==> config.mk <==
export PLATFORM = sky130hd
export DESIGN_NAME = sha256_pad_flat
export DESIGN_NICKNAME = d
export VERILOG_FILES = /design/src/rtl/sha256_pad_if.sv /design/src/rtl/sha256_pad.sv /design/src/flat_wrapper.sv
export SDC_FILE = /design/constraint.sdc
export NUM_CORES = 1
export LEC_CHECK = 0
export CAP_MARGIN = 25
export CORE_MARGIN = 4
export CORE_UTILIZATION = 47
export DETAILED_ROUTE_END_ITERATION = 8
export PLACE_DENSITY_LB_ADDON = 0.1
export SLEW_MARGIN = 20
export SYNTH_ARGS = -nofsm -noshare
export SYNTH_HDL_FRONTEND = slang
export SYNTH_SLANG_ARGS = --single-unit
==> constraint.sdc <==
create_clock -name clk -period 3.7 [get_ports clk]
set_input_delay 0.555 -clock clk [delete_from_list [all_inputs] [get_ports clk]]
set_output_delay 0.555 -clock clk [all_outputs]
set_load 0.05 [all_outputs]
==> src/rtl/sha256_pad_if.sv <==
// sha256_pad_if -- byte-stream input and padded-block output bundle for sha256_pad.
//   in_data/in_valid/in_last/in_empty : byte stream (in_empty+in_last = end marker, no byte)
//   in_ready                          : pad block can accept a transfer
//   blk[0:511]/blk_valid/blk_last     : padded 512-bit block, byte n at bits [8n:8n+7]
//   blk_ready                         : consumer accepts blk
// modport master : message producer / block consumer side
// modport slave  : the padding block
interface sha256_pad_if;
  logic [7:0]   in_data;
  logic         in_valid;
  logic         in_last;
  logic         in_empty;
  logic         in_ready;
  logic [0:511] blk;
  logic         blk_valid;
  logic         blk_last;
  logic         blk_ready;

  modport master (
    output in_data, in_valid, in_last, in_empty, blk_ready,
    input  in_ready, blk, blk_valid, blk_last
  );

  modport slave (
    input  in_data, in_valid, in_last, in_empty, blk_ready,
    output in_ready, blk, blk_valid, blk_last
  );
endinterface

==> src/rtl/sha256_pad.sv <==
// sha256_pad -- SHA-256 message padder. Collects a byte stream into 512-bit
// blocks and appends the 0x80 marker, zero fill and 64-bit big-endian bit
// length, emitting one, two or (via tail blocks) extra blocks per message.
// Ports:
//   clk    : clock, rising edge
//   reset  : asynchronous, active-low
//   bus    : sha256_pad_if.slave (byte input stream, block output stream)
//   ovf    : (only with SHA256_PAD_OVF_EN) length counter wrapped in this message
// Parameter LEN_W: bit-length counter width; length field is it zero-extended.
// Optional feature macro: SHA256_PAD_OVF_EN.
module sha256_pad #(
  parameter int LEN_W = 64
) (
  input  logic         clk,
  input  logic         reset,
  sha256_pad_if.slave  bus
`ifdef SHA256_PAD_OVF_EN
  ,
  output logic         ovf
`endif
);

  // EMIT holds blocks carrying message data; TAIL_A/TAIL_B hold the
  // trailing 0x80+length and length-only blocks.
  typedef enum logic [1:0] {FILL, EMIT, TAIL_A, TAIL_B} state_t;
  // What follows acceptance of a non-final EMIT block.
  typedef enum logic [1:0] {T_NONE, T_A, T_B} tail_t;

  state_t           state_q, state_d;
  tail_t            tail_q, tail_d;
  logic [5:0]       ptr_q, ptr_d;
  logic [LEN_W-1:0] len_q, len_d;
  logic [0:511]     blk_q, blk_d;
  logic             blk_valid_q, blk_valid_d;
  logic             blk_last_q, blk_last_d;

  logic             in_acc, blk_acc, wr;
  logic [6:0]       p;
  logic [63:0]      len64;
  logic [LEN_W-1:0] len_inc;

`ifdef SHA256_PAD_OVF_EN
  logic             ovf_q, ovf_d;
  logic [LEN_W:0]   len_sum;
  assign len_sum = {1'b0, len_q} + (LEN_W+1)'(8);
  assign len_inc = len_sum[LEN_W-1:0];
  assign ovf     = ovf_q;
`else
  assign len_inc = len_q + LEN_W'(8);
`endif

  assign in_acc  = bus.in_valid && (state_q == FILL);
  assign blk_acc = blk_valid_q && bus.blk_ready;
  // An end marker (in_last+in_empty) carries no byte; in_empty alone is ignored.
  assign wr      = in_acc && !(bus.in_last && bus.in_empty);
  // Final byte count of the buffer after this transfer (0..64).
  assign p       = {1'b0, ptr_q} + {6'd0, wr};

  always_comb begin
    state_d     = state_q;
    tail_d      = tail_q;
    ptr_d       = ptr_q;
    len_d       = len_q;
    blk_d       = blk_q;
    blk_valid_d = blk_valid_q;
    blk_last_d  = blk_last_q;
    len64       = '0;
`ifdef SHA256_PAD_OVF_EN
    ovf_d       = ovf_q;
`endif

    case (state_q)
      FILL: begin
        if (in_acc) begin
          if (wr) begin
            blk_d[{ptr_q, 3'b000} +: 8] = bus.in_data;
            len_d = len_inc;
`ifdef SHA256_PAD_OVF_EN
            if (len_sum[LEN_W]) ovf_d = 1'b1;
`endif
          end
          ptr_d = p[5:0];
          len64 = 64'(len_d);
          if (bus.in_last) begin
            ptr_d = '0;
            if (p == 7'd0) begin
              // Nothing buffered: the whole pad is a single 0x80+length block.
              state_d        = TAIL_A;
              blk_d          = '0;
              blk_d[0 +: 8]  = 8'h80;
              blk_d[448+:64] = len64;
              blk_valid_d    = 1'b1;
              blk_last_d     = 1'b1;
            end else if (p <= 7'd55) begin
              state_d        = EMIT;
              blk_d[{p[5:0], 3'b000} +: 8] = 8'h80;
              blk_d[448+:64] = len64;
              blk_valid_d    = 1'b1;
              blk_last_d     = 1'b1;
              tail_d         = T_NONE;
            end else if (p <= 7'd63) begin
              // No room for the length: marker here, length in a second block.
              state_d        = EMIT;
              blk_d[{p[5:0], 3'b000} +: 8] = 8'h80;
              blk_valid_d    = 1'b1;
              blk_last_d     = 1'b0;
              tail_d         = T_B;
            end else begin
              state_d        = EMIT;
              blk_valid_d    = 1'b1;
              blk_last_d     = 1'b0;
              tail_d         = T_A;
            end
          end else if (p == 7'd64) begin
            state_d     = EMIT;
            blk_valid_d = 1'b1;
            blk_last_d  = 1'b0;
            tail_d      = T_NONE;
          end
        end
      end

      default: begin
        // EMIT, TAIL_A, TAIL_B: hold the block until the consumer takes it.
        if (blk_acc) begin
          blk_valid_d = 1'b0;
          blk_last_d  = 1'b0;
          tail_d      = T_NONE;
          blk_d       = '0;
          len64       = 64'(len_q);
          if (blk_last_q) begin
            state_d = FILL;
            ptr_d   = '0;
            len_d   = '0;
`ifdef SHA256_PAD_OVF_EN
            ovf_d   = 1'b0;
`endif
          end else begin
            case (tail_q)
              T_A: begin
                state_d        = TAIL_A;
                blk_d[0 +: 8]  = 8'h80;
                blk_d[448+:64] = len64;
                blk_valid_d    = 1'b1;
                blk_last_d     = 1'b1;
              end
              T_B: begin
                state_d        = TAIL_B;
                blk_d[448+:64] = len64;
                blk_valid_d    = 1'b1;
                blk_last_d     = 1'b1;
              end
              default: begin
                // Mid-message full block taken: keep collecting.
                state_d = FILL;
                ptr_d   = '0;
              end
            endcase
          end
        end
      end
    endcase
  end

  always_ff @(posedge clk or negedge reset) begin
    if (!reset) begin
      state_q     <= FILL;
      tail_q      <= T_NONE;
      ptr_q       <= '0;
      len_q       <= '0;
      blk_q       <= '0;
      blk_valid_q <= 1'b0;
      blk_last_q  <= 1'b0;
`ifdef SHA256_PAD_OVF_EN
      ovf_q       <= 1'b0;
`endif
    end else begin
      state_q     <= state_d;
      tail_q      <= tail_d;
      ptr_q       <= ptr_d;
      len_q       <= len_d;
      blk_q       <= blk_d;
      blk_valid_q <= blk_valid_d;
      blk_last_q  <= blk_last_d;
`ifdef SHA256_PAD_OVF_EN
      ovf_q       <= ovf_d;
`endif
    end
  end

  assign bus.in_ready  = (state_q == FILL);
  assign bus.blk       = blk_q;
  assign bus.blk_valid = blk_valid_q;
  assign bus.blk_last  = blk_last_q;

endmodule

==> src/flat_wrapper.sv <==
// flat-port wrapper written by rule: the top's interface ports become plain ports
module sha256_pad_flat 
#(
  parameter int LEN_W = 64
)
  (clk, reset, bus_in_data, bus_in_valid, bus_in_last, bus_in_empty, bus_blk_ready, bus_in_ready, bus_blk, bus_blk_valid, bus_blk_last);
  sha256_pad_if bus_i ();
  input  logic clk;
  input  logic reset;
  input wire logic [$bits(bus_i.in_data)-1:0] bus_in_data;
  input wire logic [$bits(bus_i.in_valid)-1:0] bus_in_valid;
  input wire logic [$bits(bus_i.in_last)-1:0] bus_in_last;
  input wire logic [$bits(bus_i.in_empty)-1:0] bus_in_empty;
  input wire logic [$bits(bus_i.blk_ready)-1:0] bus_blk_ready;
  output wire logic [$bits(bus_i.in_ready)-1:0] bus_in_ready;
  output wire logic [$bits(bus_i.blk)-1:0] bus_blk;
  output wire logic [$bits(bus_i.blk_valid)-1:0] bus_blk_valid;
  output wire logic [$bits(bus_i.blk_last)-1:0] bus_blk_last;
  assign bus_i.in_data = bus_in_data;
  assign bus_i.in_valid = bus_in_valid;
  assign bus_i.in_last = bus_in_last;
  assign bus_i.in_empty = bus_in_empty;
  assign bus_i.blk_ready = bus_blk_ready;
  assign bus_in_ready = bus_i.in_ready;
  assign bus_blk = bus_i.blk;
  assign bus_blk_valid = bus_i.blk_valid;
  assign bus_blk_last = bus_i.blk_last;
  sha256_pad #(.LEN_W(LEN_W)) u_core (.clk(clk), .reset(reset), .bus(bus_i));
endmodule
-- After elaboration in Yosys (flattened, before gate mapping)
Cells that the tools add are included.
- output and inout port bits: 515
- memories: 0
- ROM bits: 0
- bits in writable memories: 0
- latch bits: 0
- bits in registers: 588
- divide/modulo/power cells: 0
- eq/ne operators: 7
- bitwise logic cells: 2
- $add $sub $neg: 4
- reductions and logical operators: 15
- shift operators: 4
- $mul: 0
- muxes and demuxes: 56
- $lt $le $gt $ge: 2
- operators by type and width (cell ; count):
    512-bit 2-to-1 mux ; 10
    513-bit by 11-bit variable shift with 512-bit output, first input constant ; 2
    512-bit bitwise mux ; 2
    513-bit by 11-bit variable part select with 512-bit output ; 1
    513-bit by 11-bit variable part select with 512-bit output, first input constant ; 1
    64-bit 2-to-1 mux ; 7
    64-bit by 4-bit adder with 64-bit output, second input constant ; 1
    6-bit 2-to-1 mux ; 6
    2-bit 2-to-1 mux ; 15
    10-bit negator with 11-bit output ; 2
    9-bit NOT with 10-bit output ; 2
    8-bit 2-to-1 mux ; 2
    7-bit by 6-bit less-or-equal comparator with 1-bit output, second input constant ; 2
    1-bit 2-to-1 mux ; 13
    3-bit AND reduction ; 3
    6-bit by 1-bit adder with 7-bit output ; 1
    7-bit == test, second input constant ; 1
    7-bit zero test ; 1
    1-bit logical AND ; 4
    2-bit case mux with 2 select lines ; 1
    4-bit AND reduction ; 1
    2-bit nonzero test ; 2
    3-bit by 1-bit inequality test with 1-bit output, second input constant ; 1
    3-bit by 2-bit inequality test with 1-bit output, second input constant ; 1
    8 further kinds ; 8

-- Longest topological paths before layout
Gate-level depths: netlist (run 1).
- depth in word-level cells: 14
- depth in mapped cells: 17
- gate-level depth less buffers: 12

-- Worst setup path after synthesis (run 1)
OpenSTA, ideal clock, no wires.
- path type: input to register
- from: input bus_in_last
- to: register u_core.blk_q, in the netlist u_core.bus.blk[264]
- path buffers: 5
- stages on the path: 17
- arrival time: 3.620 ns
- path slack: -0.052 ns
- required time: 3.569 ns
- cell sequence: clkbuf_1 nand2_1 nand2_1 inv_2 ha_1 ha_1 buf_2 xnor2_2 o2111ai_1 nor4_1 nand2b_1 buf_2 buf_2 buf_2 a21oi_1 o21ai_1 o21ai_1
- word-level cells in the longest chain between the ends: 14
- elaborated cells between the ends (all ways): 21
- ends and longest elaborated chain (what ; RTL line ; RTL):
    start, declared ; flat_wrapper.sv:12 ; input wire logic [$bits(bus_i.in_last)-1:0] bus_in_last;
    1-bit logical AND ; sha256_pad.sv:55 ; assign wr = in_acc && !(bus.in_last && bus.in_empty);
    1-bit zero test ; sha256_pad.sv:55 ;
    1-bit logical AND ; sha256_pad.sv:55 ;
    6-bit by 1-bit adder with 7-bit output ; sha256_pad.sv:57 ; assign p = {1'b0, ptr_q} + {6'd0, wr};
    9-bit NOT with 10-bit output (not written as such) ; sha256_pad.sv:96, sha256_pad.sv:104 ;
    10-bit negator with 11-bit output ; sha256_pad.sv:96, sha256_pad.sv:104 ;
    513-bit by 11-bit variable part select with 512-bit output / 513-bit by 11-bit variable shift with 512-bit output (equally long branches) ; sha256_pad.sv:96, sha256_pad.sv:104 ;
    512-bit bitwise mux ; sha256_pad.sv:96, sha256_pad.sv:104 ;
    512-bit 2-to-1 mux ; sha256_pad.sv:101 ; end else if (p <= 7'd63) begin
    512-bit 2-to-1 mux ; sha256_pad.sv:94 ; end else if (p <= 7'd55) begin
    512-bit 2-to-1 mux ; sha256_pad.sv:86 ; if (p == 7'd0) begin
    512-bit 2-to-1 mux (*) ; sha256_pad.sv:84 ; if (bus.in_last) begin
    512-bit 2-to-1 mux (*) ; sha256_pad.sv:74 ; if (in_acc) begin
    512-bit 2-to-1 mux (*) ; sha256_pad.sv:72 ; case (state_q)
    end signal, assigned ; sha256_pad.sv:182 ; blk_q <= blk_d;
    end, declared ; sha256_pad.sv:33 ; logic [0:511] blk_q, blk_d;
Every way passes the cells marked *; elsewhere a longest branch is shown, timed or not. The select of a mux whose other input is x is not followed.
A chain may end at the register's enable or synchronous reset.

-- Worst setup path in the final report (run 1)
- from: register u_core.state_q[0]
- to: register u_core.blk_q, in the netlist u_core.bus.blk[465]
- word-level cells in the longest chain between the ends: 14
- elaborated cells between the ends (all ways): 25
- ends and longest elaborated chain (what ; RTL line ; RTL):
    start, declared ; sha256_pad.sv:29 ; state_t state_q, state_d;
    start signal, assigned ; sha256_pad.sv:178 ; state_q <= state_d;
    2-bit zero test (*) ; sha256_pad.sv:52, sha256_pad.sv:72 ;
    1-bit logical AND ; sha256_pad.sv:52 ; assign in_acc = bus.in_valid && (state_q == FILL);
    1-bit logical AND ; sha256_pad.sv:55 ;
    6-bit by 1-bit adder with 7-bit output ; sha256_pad.sv:57 ;
    9-bit NOT with 10-bit output (not written as such) ; sha256_pad.sv:104 ; blk_d[{p[5:0], 3'b000} +: 8] = 8'h80;
    10-bit negator with 11-bit output ; sha256_pad.sv:104 ;
    513-bit by 11-bit variable part select with 512-bit output / 513-bit by 11-bit variable shift with 512-bit output (equally long branches) ; sha256_pad.sv:104 ;
    512-bit bitwise mux ; sha256_pad.sv:104 ;
    512-bit 2-to-1 mux ; sha256_pad.sv:101 ;
    512-bit 2-to-1 mux ; sha256_pad.sv:94 ;
    512-bit 2-to-1 mux ; sha256_pad.sv:86 ;
    512-bit 2-to-1 mux ; sha256_pad.sv:84 ;
    512-bit 2-to-1 mux ; sha256_pad.sv:74 ;
    512-bit 2-to-1 mux ; sha256_pad.sv:72 ;
Marks and branches as above.

==> metrics.yaml, run 1 <==
logic_synthesis:
  syn_nets: 2649
  synth.avg_cell_area_sq_um: 10.30
  yosysWarnings: 0
  async_flop_share: 1.000
  syn_area_sq_um: 27080
  yosysSeqAreaShare: 0.5406
  synth_top_flop_cell: "dfrtp_1"
  synth-seq-cells: 585
  synthCells: 2630
  synth_cell_types: 85
  synth_edf_count: 0
sta:
  rsz0062_at_grt: "no"
  tightest_slew_ns: 1.107
  max_slew_margin: 0.2617
  drv_slew: 0
  setup_slack_ns: 0.2047
  finalHoldViolations: 0
  period_share: 0.9447
  skew_ns: 0.03403
  fin_crit_ns: 3.495
  fmax_mhz: 286.1
  setup_viol: 0
setup_path:
  crit_type: "reg -> reg"
  r2r-start: "u_core.state_q[0]"
  reg2reg_slack_ns: 0.20
  crit_required_ns: 4.20
  path_cells: "nor3b_2 > nand2_1 > inv_2 > ha_1 > ha_1 > and3b_1 > o221ai_1 > buf_4 > and2_1 > buf_4 > nor4b_1 > buf_4 > nor2_1 > a221oi_1 > buf_4 > o21ai_1"
  crit_top_cell: "buf_4"
  worst_setup_path_start_kind: "flip-flop"
  worstSetupEndpointType: "flip-flop"
  arrival_ns: 4.00
  reg2reg_to: "u_core.bus.blk[465]"
  critPathTopFamily: "simple AND/OR/NAND/NOR gates"
  cpPeakStageDelay_ns: 0.43
  worstPathBufferInverterCount: 5
  cpMaxStageDelayCell: "dfrtp_1"
  critPathMaxFanout: 5
  r2r_cells: 16
global_routing:
  overflow: 0
  antenna_found_initial: 1
  grt_max_degree: 98
  grtUsageTotal: 0.3618
  grt_util_met1: 0.4930
  use_met3: 0.06136
  use_met2: 0.5722
  top_usage_layer: "met2"
  grt_pass1_vias: 25604
  grt_pass1_wl_um: 168300
power:
  p_sw_w: 0.006820
  cell_internal_pwr_w: 0.01225
  peakVddDrop_mv: 0.4662
  total_power_w: 0.01907
  power_density_nw_per_um2: 510.0
  leakage_nw: 16.28
  pwr-share-clk: 0.350
  seq_power_share: 0.354
  comb_power_share: 0.296
  swShare: 0.3576
layout:
  drive_above_1_share: 0.1504
  antenna_cells: 0
  areaGrowthSynthToFinish_pct: 38.10
  layout_common_cells: "dfrtp_1 (585), clkdlybuf4s50_1 (519), a22o_1 (356)"
  final_common_cell: "dfrtp_1"
  n_fill_cell: 4456
  stdcell_area_sq_um: 37400
  final_util: 0.6594
  nets: 3366
floorplan:
  core_sq_um: 56710
  die_x_um: 248.0
  core.rowCount: 87
  die_y_um: 248.0
  dieArea_sq_um: 61520
  initial_core_util: 0.4775
  io_pins: 529
placement:
  io_buffers: 528
  gp_congestion: 0.9807
  dpl_worst_slack_ns: -0.3695
  hpwl_um: 82660
  placed_cell_area_sq_um: 35160
clock_tree:
  clkTransAtPathRegs_ns: 0.07
  cts_buffers: 61
  cts_max_path_buffers: 3
  cts_sinks: 585
  cts_tree: "done"
  cts.htree.levels: 2
  root_buffer: "clkbuf_16"
  clk_latency_ns: 0.65
route:
  wirelength_um: 114200
  via_count: 26068
  drtAntennaViolNets: 0
  first_iter_violations: 2679
  vias_per_cell: 6.277
  wl_per_cell_um: 27.51
  post-route-drc-count: 0
  first_pass_iters: 8
outcome:
  status: "completed"
worst_hold_path:
  min-delay-start: "bus_in_data[1]"
  whs_endpoint: "u_core.bus.blk[294]"
  hp-class: "in -> reg"
  whs_path_depth: 3
flow_run:
  drv_cap: 0
## worst max path at each step
stage | cells past startpoint | to | start
after CTS | 13 | u_core.bus.blk[47] | u_core.state_q[0]
after global placement | 15 | u_core.bus.blk[191] | bus_in_valid
after global routing | 16 | u_core.bus.blk[122] | u_core.state_q[0]
after floorplan | 17 | u_core.bus.blk[264] | bus_in_last
final | 16 | u_core.bus.blk[465] | u_core.state_q[0]
after detailed placement | 14 | u_core.bus.blk[47] | bus_in_last
## routing by layer
layer | part of all wire | vias up
met3 | 0.081 | 305
met1 | 0.40 | 13105
met2 | 0.46 | 1342
met4 | 0.053 | 2
li1 | - | 11314
met5 | 0.00011 | -
## through the flow
stage | std cells | hold WS, ns | TNS (ns)
after CTS | 4151 | 0.3986 | 0
after floorplan | 2630 | 0.2594 | 0
after global routing | 4153 | 0.4407 | 0
after global placement | 4036 | 0.4664 | -71.02
after detailed placement | 4037 | 0.4684 | -83.01
final | 4153 | 0.4324 | 0
## power by group through the flow
stage               combinational (W)  clock [W]  sequential [W]
floorplan                     0.00250          0         0.00722
global placement              0.00541          0         0.00685
detailed placement            0.00549          0         0.00685
CTS                           0.00552    0.00675         0.00674
global route                  0.00596    0.00701         0.00675
finish                        0.00565    0.00668         0.00675
## registers in the layout (all words and copies together), names as in the netlist
name / count
u_core.state_q: 2
u_core.bus.blk_last: 1
u_core.ptr_q: 6
u_core.tail_q: 2
u_core.bus.blk_valid: 1
u_core.bus.blk: 512
u_core.len_q: 61
## area by class of cell
class	count	area, sq um	share of cell area
sequential	585	14640	0.3915
multi-input combinational	1840	11710	0.3132
inverter	20	75.07	0.002007
clock inverter	34	464.2	0.01241
timing repair buffer	839	7835	0.2095
tap	756	945.9	0.02529
clock buffer	79	1725	0.04614
## synthesized netlist by cell type (19+ instances only)
cell | n | share of area
inv_1 | 19 | 0.0026
o21ai_0 | 109 | 0.020
a21oi_1 | 143 | 0.026
o21ai_1 | 110 | 0.020
clkbuf_1 | 143 | 0.020
buf_2 | 23 | 0.0043
nor2_1 | 199 | 0.028
dfrtp_1 | 585 | 0.54
o2bb2ai_1 | 21 | 0.0068
a221o_1 | 21 | 0.0078
and3_1 | 24 | 0.0055
nor3_1 | 62 | 0.011
nand2_1 | 310 | 0.043
mux2i_1 | 31 | 0.011
nand3_1 | 56 | 0.010
a31oi_1 | 34 | 0.0079
a22o_1 | 356 | 0.12
nand4_1 | 25 | 0.0058
## worst reg2reg max path, delay by kind of cell, from the launching register on
kind,cells,cell delay [ns]
DFF,1,0.43
buffers and inverters,5,0.82
AOI/OAI and AO/OA,3,0.52
adders and majority gates,2,0.41
and+or+nand+nor,6,1.18
## timing repair
action | CTS | global route
setup endpoints to repair | 0 | 21
hold buffers | 1 | 0
resized for setup | 0 | 5
buffers inserted | 0 | 0
endpoints found under the hold margin | 68 | 0
## logic make-up (layout without fill, tap and decap cells)
group / after synthesis / count (layout) / share of synthesized area
multiplexers: 51 / 51 / 0.01978
AO/OA/AOI/OAI: 962 / 962 / 0.2585
buffers and inverters: 205 / 972 / 0.03031
flip-flops: 585 / 585 / 0.5406
adder cells (fa/ha/maj): 5 / 5 / 0.002310
XOR/XNOR: 27 / 27 / 0.009287
AND/OR/NAND/NOR: 795 / 795 / 0.1393
(Power assumes the default switching activity.)
==> run 2, diff against run 1 <==
Settings changed: CORE_MARGIN 4 to unset.
==> run 2 against run 1 <==
  * Critical path depth shrank 1
  * Critical path type unchanged
  * Fmax fell by 1.2%
  * First-iteration DRC count down 5.3%
  * Register-to-register slack got worse by 0.04 ns
  * Non-clock buffer count up 8
  * Clock power shrank 1%
  * Worst setup slack worse by 0.044 ns
  * Die area shrank 4.8%
==> metrics.yaml, run 2 (synthesized netlist as in run 1, its figures left out) <==
global_routing:
  grt_pass1_vias: 25599
  antenna_found_initial: 0
  overflow: 0
  grt_max_degree: 88
  grt_pass1_wl_um: 170800
  grtUsageTotal: 0.3851
floorplan:
  initial_core_util: 0.4784
  die_y_um: 242.0
  die_x_um: 242.0
  core_sq_um: 56600
  dieArea_sq_um: 58580
  core.rowCount: 87
  io_pins: 529
clock_tree:
  cts_setup_buffers: 0
  cts.htree.levels: 2
  cts_tree: "done"
  root_buffer: "clkbuf_16"
  clk_latency_ns: 0.67
  cts_buffers: 60
  cts_max_path_buffers: 3
  clkTransAtPathRegs_ns: 0.06
  cts_sinks: 585
sta:
  drv_slew: 0
  period_share: 0.9565
  fin_crit_ns: 3.539
  skew_ns: 0.04923
  fmax_mhz: 282.6
  rsz0062_at_grt: "yes"
  max_slew_margin: 0.2495
  finalHoldViolations: 0
  tightest_slew_ns: 1.126
  setup_slack_ns: 0.1611
  setup_tns_ns: 0
  setup_viol: 0
placement:
  io_buffers: 528
  place_inst: 4044
  hpwl_um: 81580
  dpl_worst_slack_ns: -0.4088
  gp_congestion: 0.9619
setup_path:
  cpMaxStageDelayCell: "nor3_1"
  crit_type: "reg -> reg"
  crit_top_cell: "buf_4"
  worst_setup_path_start_kind: "flip-flop"
  cpPeakStageDelay_ns: 0.83
  arrival_ns: 4.12
  critPathMaxFanout: 7
  worstSetupEndpointType: "flip-flop"
  crit_required_ns: 4.28
  path_cells: "nor3b_2 > nand2_1 > inv_2 > ha_1 > nand3_1 > buf_4 > o21a_1 > buf_4 > nor2_1 > buf_4 > buf_4 > nor3_1 > buf_4 > nor3_1 > a22o_1"
power:
  pwr-share-clk: 0.347
  cell_internal_pwr_w: 0.01218
  total_power_w: 0.01903
  peakVddDrop_mv: 0.4193
  power_density_nw_per_um2: 509.7
  p_sw_w: 0.006854
  swShare: 0.3602
  leakage_nw: 16.27
  comb_power_share: 0.298
  seq_power_share: 0.355
outcome:
  status: "completed"
layout:
  nets: 3373
  seqCellArea_sq_um: 14640
  final_cells: 4157
  drive_above_1_share: 0.1514
  layout_common_cells: "dfrtp_1 (585), clkdlybuf4s50_1 (519), a22o_1 (356)"
  n_fill_cell: 4522
  multi_input_area_sq_um: 11720
  final_common_cell: "dfrtp_1"
  areaGrowthSynthToFinish_pct: 37.87
  largest_register_ffs: 512
  antenna_cells: 0
route:
  post-route-drc-count: 0
  wirelength_um: 114000
  wl_per_cell_um: 27.42
  first_iter_violations: 2537
  first_pass_iters: 7
  vias_per_cell: 6.299
  via_count: 26184
  drtAntennaViolNets: 0
worst_hold_path:
  hp-class: "in -> reg"
flow_run:
  drv_cap: 0
-- run 2: cell count changes in the layout (fill, tap and decap cells not counted), moves of 3 or more --
| cell | before | now |
|---|---|---|
| buf_4 | 295 | 308 |
| buf_12 | 19 | 12 |
| clkinv_2 | 16 | 9 |
| clkbuf_8 | 11 | 15 |
| clkinvlp_4 | 6 | 2 |
| o21ai_1 | 110 | 106 |
| o21ai_2 | 0 | 4 |
| clkbuf_1 | 6 | 9 |
-- run 2: final timing paths --
path / from / end / slack (ns) / depth (start not counted)
min: bus_in_data[6] / u_core.bus.blk[289] / 0.46 / 3
max reg2reg: u_core.state_q[0] / u_core.bus.blk[262] / 0.16 / 15
max in group asynchronous: reset / u_core.bus.blk[226] / 2.18 / 3
min in group asynchronous: reset / u_core.bus.blk[446] / 0.55 / 2
max: u_core.state_q[0] / u_core.bus.blk[262] / 0.16 / 15
min reg2reg: u_core.bus.blk[296] / u_core.bus.blk[296] / 0.48 / 1
-- run 2: area by class of cell --
class | instances | area share
Clock buffer | 84 | 0.04665
Timing Repair Buffer | 847 | 0.2090
Multi-Input combinational cell | 1840 | 0.3139
Tap cell | 756 | 0.02534
Inverter | 20 | 0.002011
Sequential cell | 585 | 0.3921
Clock inverter | 25 | 0.01099
-- run 2: worst max-delay path: cells and delay by family (launching register included) --
kind | cells | cell delay, ns
DFF | 1 | 0.44
and+or+nand+nor | 6 | 1.51
adders and majority gates | 1 | 0.20
buffers and inverters | 6 | 0.87
AOI/OAI and AO/OA | 2 | 0.47
-- run 2: per-stage QoR --
step / cell area [sq um] / hold WS, ns / util
detailed placement: 35120 / 0.4666 / 0.6204
global placement: 35110 / 0.4653 / 0.6203
global route: 37340 / 0.4536 / 0.6596
finish: 37340 / 0.4609 / 0.6596
floorplan: 27090 / 0.2594 / -
CTS: 37280 / 0.4287 / 0.6586
-- run 2: power groups by stage --
stage / Clock [W] / Sequential [W] / Combinational (W)
after floorplan: 0 / 0.00722 / 0.00250
final: 0.00661 / 0.00675 / 0.00567
after CTS: 0.00664 / 0.00674 / 0.00553
after global placement: 0 / 0.00685 / 0.00543
after global routing: 0.00689 / 0.00675 / 0.00599
after detailed placement: 0 / 0.00685 / 0.00551
-- run 2: repair_timing --
item | 4_1_cts | 5_1_grt
endpoints found under the setup margin | 0 | 51
endpoints found under the hold margin | 73 | 0
gates resized for setup | 0 | 8
hold buffers | 1 | 0
-- run 2: metal layers --
layer / routed length, um / global-route usage / up-vias
met3: 9555 / 0.07023 / 241
met5: 0 / 0 / -
met2: 52910 / 0.6094 / 1419
met1: 46460 / 0.5232 / 13233
met4: 5051 / 0.1593 / 0
li1: - / - / 11291
==> run 3, diff against run 2 <==
Settings changed: CORE_ASPECT_RATIO set to 1.1.
==> run 3 against run 2 <==
  * The flow now finishes with violations (hold timing)
  * Design area down 0.57%
  * Register-to-register slack better by 0.07 ns
  * Via count down 0.26%
  * Critical endpoint is now u_core.bus.blk[54]
  * Largest cell class unchanged
==> metrics.yaml, run 3 (synthesized netlist as in run 1, its figures left out) <==
clock_tree:
  ctsHoldBuffers: 0
  cts.htree.levels: 2
  cts_sinks: 585
  cts_tree: "done"
  cts_max_path_buffers: 3
  clk_latency_ns: 0.64
  root_buffer: "clkbuf_16"
  clkTransAtPathRegs_ns: 0.06
  ctsResizeCount: 0
  cts_buffers: 60
  cts_setup_buffers: 0
global_routing:
  overflow: 0
  grt_max_degree: 95
  top_usage_layer: "met2"
  use_met3: 0.05958
  grt_pass1_vias: 25658
  grt_pass1_wl_um: 166600
  grt_util_met1: 0.4886
  antenna_found_initial: 1
  grtUsageTotal: 0.3801
  use_met2: 0.6323
route:
  wl_per_cell_um: 27.36
  drtAntennaViolNets: 0
  via_count: 26116
  post-route-drc-count: 0
  vias_per_cell: 6.330
  first_iter_violations: 2573
  first_pass_iters: 6
  wirelength_um: 112900
placement:
  io_buffers: 528
  gp_congestion: 0.9924
  placed_cell_area_sq_um: 35090
  hpwl_um: 82060
setup_path:
  worstPathBufferInverterCount: 6
  worst_setup_path_start_kind: "primary input"
  cpPeakStageDelay_ns: 0.52
  critPathMaxFanout: 7
  reg2reg_slack_ns: 0.23
  crit_type: "in -> reg"
  cpMaxStageDelayCell: "clkdlybuf4s50_1"
  critPathTopFamily: "buffers and inverters"
  path_cells: "clkdlybuf4s50_1 > nor3b_2 > nand2_1 > inv_2 > ha_1 > ha_1 > buf_4 > xnor2_1 > a31oi_2 > buf_4 > nand2b_1 > buf_4 > nor2_1 > buf_4 > nor3_2 > a22o_1"
  crit_required_ns: 4.26
  worstSetupEndpointType: "flip-flop"
  arrival_ns: 4.10
  crit_top_cell: "buf_4"
sta:
  finalHoldViolations: 8
  whs_ns: -0.05090
  drv_slew: 0
  period_share: 0.9565
  fmax_mhz: 282.5
  setup_viol: 0
  skew_ns: 0.01921
  rsz0062_at_grt: "no"
  max_slew_margin: 0.2711
  fin_crit_ns: 3.539
  tightest_slew_ns: 1.085
outcome:
  status: "finished with violations"
  violations: "hold timing"
floorplan:
  io_pins: 529
  die_y_um: 253.8
  dieArea_sq_um: 58580
  core.rowCount: 91
  die_x_um: 230.9
  core_sq_um: 56470
  initial_core_util: 0.4795
layout:
  drive_above_1_share: 0.1499
  areaGrowthSynthToFinish_pct: 37.08
  antenna_cells: 0
  stdcell_area_sq_um: 37120
  nets: 3357
  largest_register_ffs: 512
  layout_common_cells: "dfrtp_1 (585), clkdlybuf4s50_1 (519), a22o_1 (356)"
  final_util: 0.6573
  final_common_cell: "dfrtp_1"
flow_run:
  drv_cap: 0
worst_hold_path:
  hp-class: "in -> async"
power:
  peakVddDrop_mv: 0.4222
  power_density_nw_per_um2: 498.9
  leakage_nw: 16.15
  total_power_w: 0.01852
[run 3: cell count changes in the layout (fill, tap and decap cells not counted), sizes merged]
cell,change
clkinvlp,-1
dlygate4sd3,-1
buf,-13
bufinv,-7
clkinv,+3
clkbuf,-3
inv,+3
[run 3: worst paths after layout]
check	depth (start not counted)	startpoint	end
setup reg to reg	15	u_core.state_q[0]	u_core.bus.blk[54]
hold reg to reg	2	u_core.bus.blk[499]	u_core.bus.blk[499]
max in group asynchronous	2	reset	u_core.bus.blk[1]
setup / recovery	16	bus_in_valid	u_core.bus.blk[54]
min in group clk	3	bus_in_data[4]	u_core.bus.blk[299]
hold / removal	1	reset	u_core.bus.blk[340]
[run 3: cell type report]
type / instances / area [sq um]
Clock buffer: 83 / 1759
Tap cell: 744 / 930.9
Inverter: 20 / 75.07
Sequential cell: 585 / 14640
Fill cell: 4585 / 19350
Timing Repair Buffer: 831 / 7760
Clock inverter: 23 / 193.9
Multi-Input combinational cell: 1840 / 11760
[run 3: metrics by stage]
step                      cells  setup TNS (ns)  setup slack [ns]
after CTS                  4125               0            0.1190
after global placement     4018         -163.96           -0.5132
final                      4126               0            0.1608
after floorplan            2630               0           0.03269
after global routing       4126               0          0.003825
after detailed placement   4019         -168.03           -0.5092
[run 3: routing by layer]
layer | share of wire | wire length (um) | vias up
met4 | 0.051 | 5713 | 2
met5 | 0.000097 | 11 | -
met1 | 0.38 | 43230 | 13183
met2 | 0.48 | 54750 | 1413
li1 | - | - | 11242
met3 | 0.081 | 9177 | 276
[run 3: power breakdown]
group	internal, W	switching (W)	total [W]
Combinational	0.00171	0.00398	0.00569
Clock	0.00345	0.00265	0.00610
Sequential	0.00656	0.000173	0.00673
Total	0.0117	0.00680	0.0185
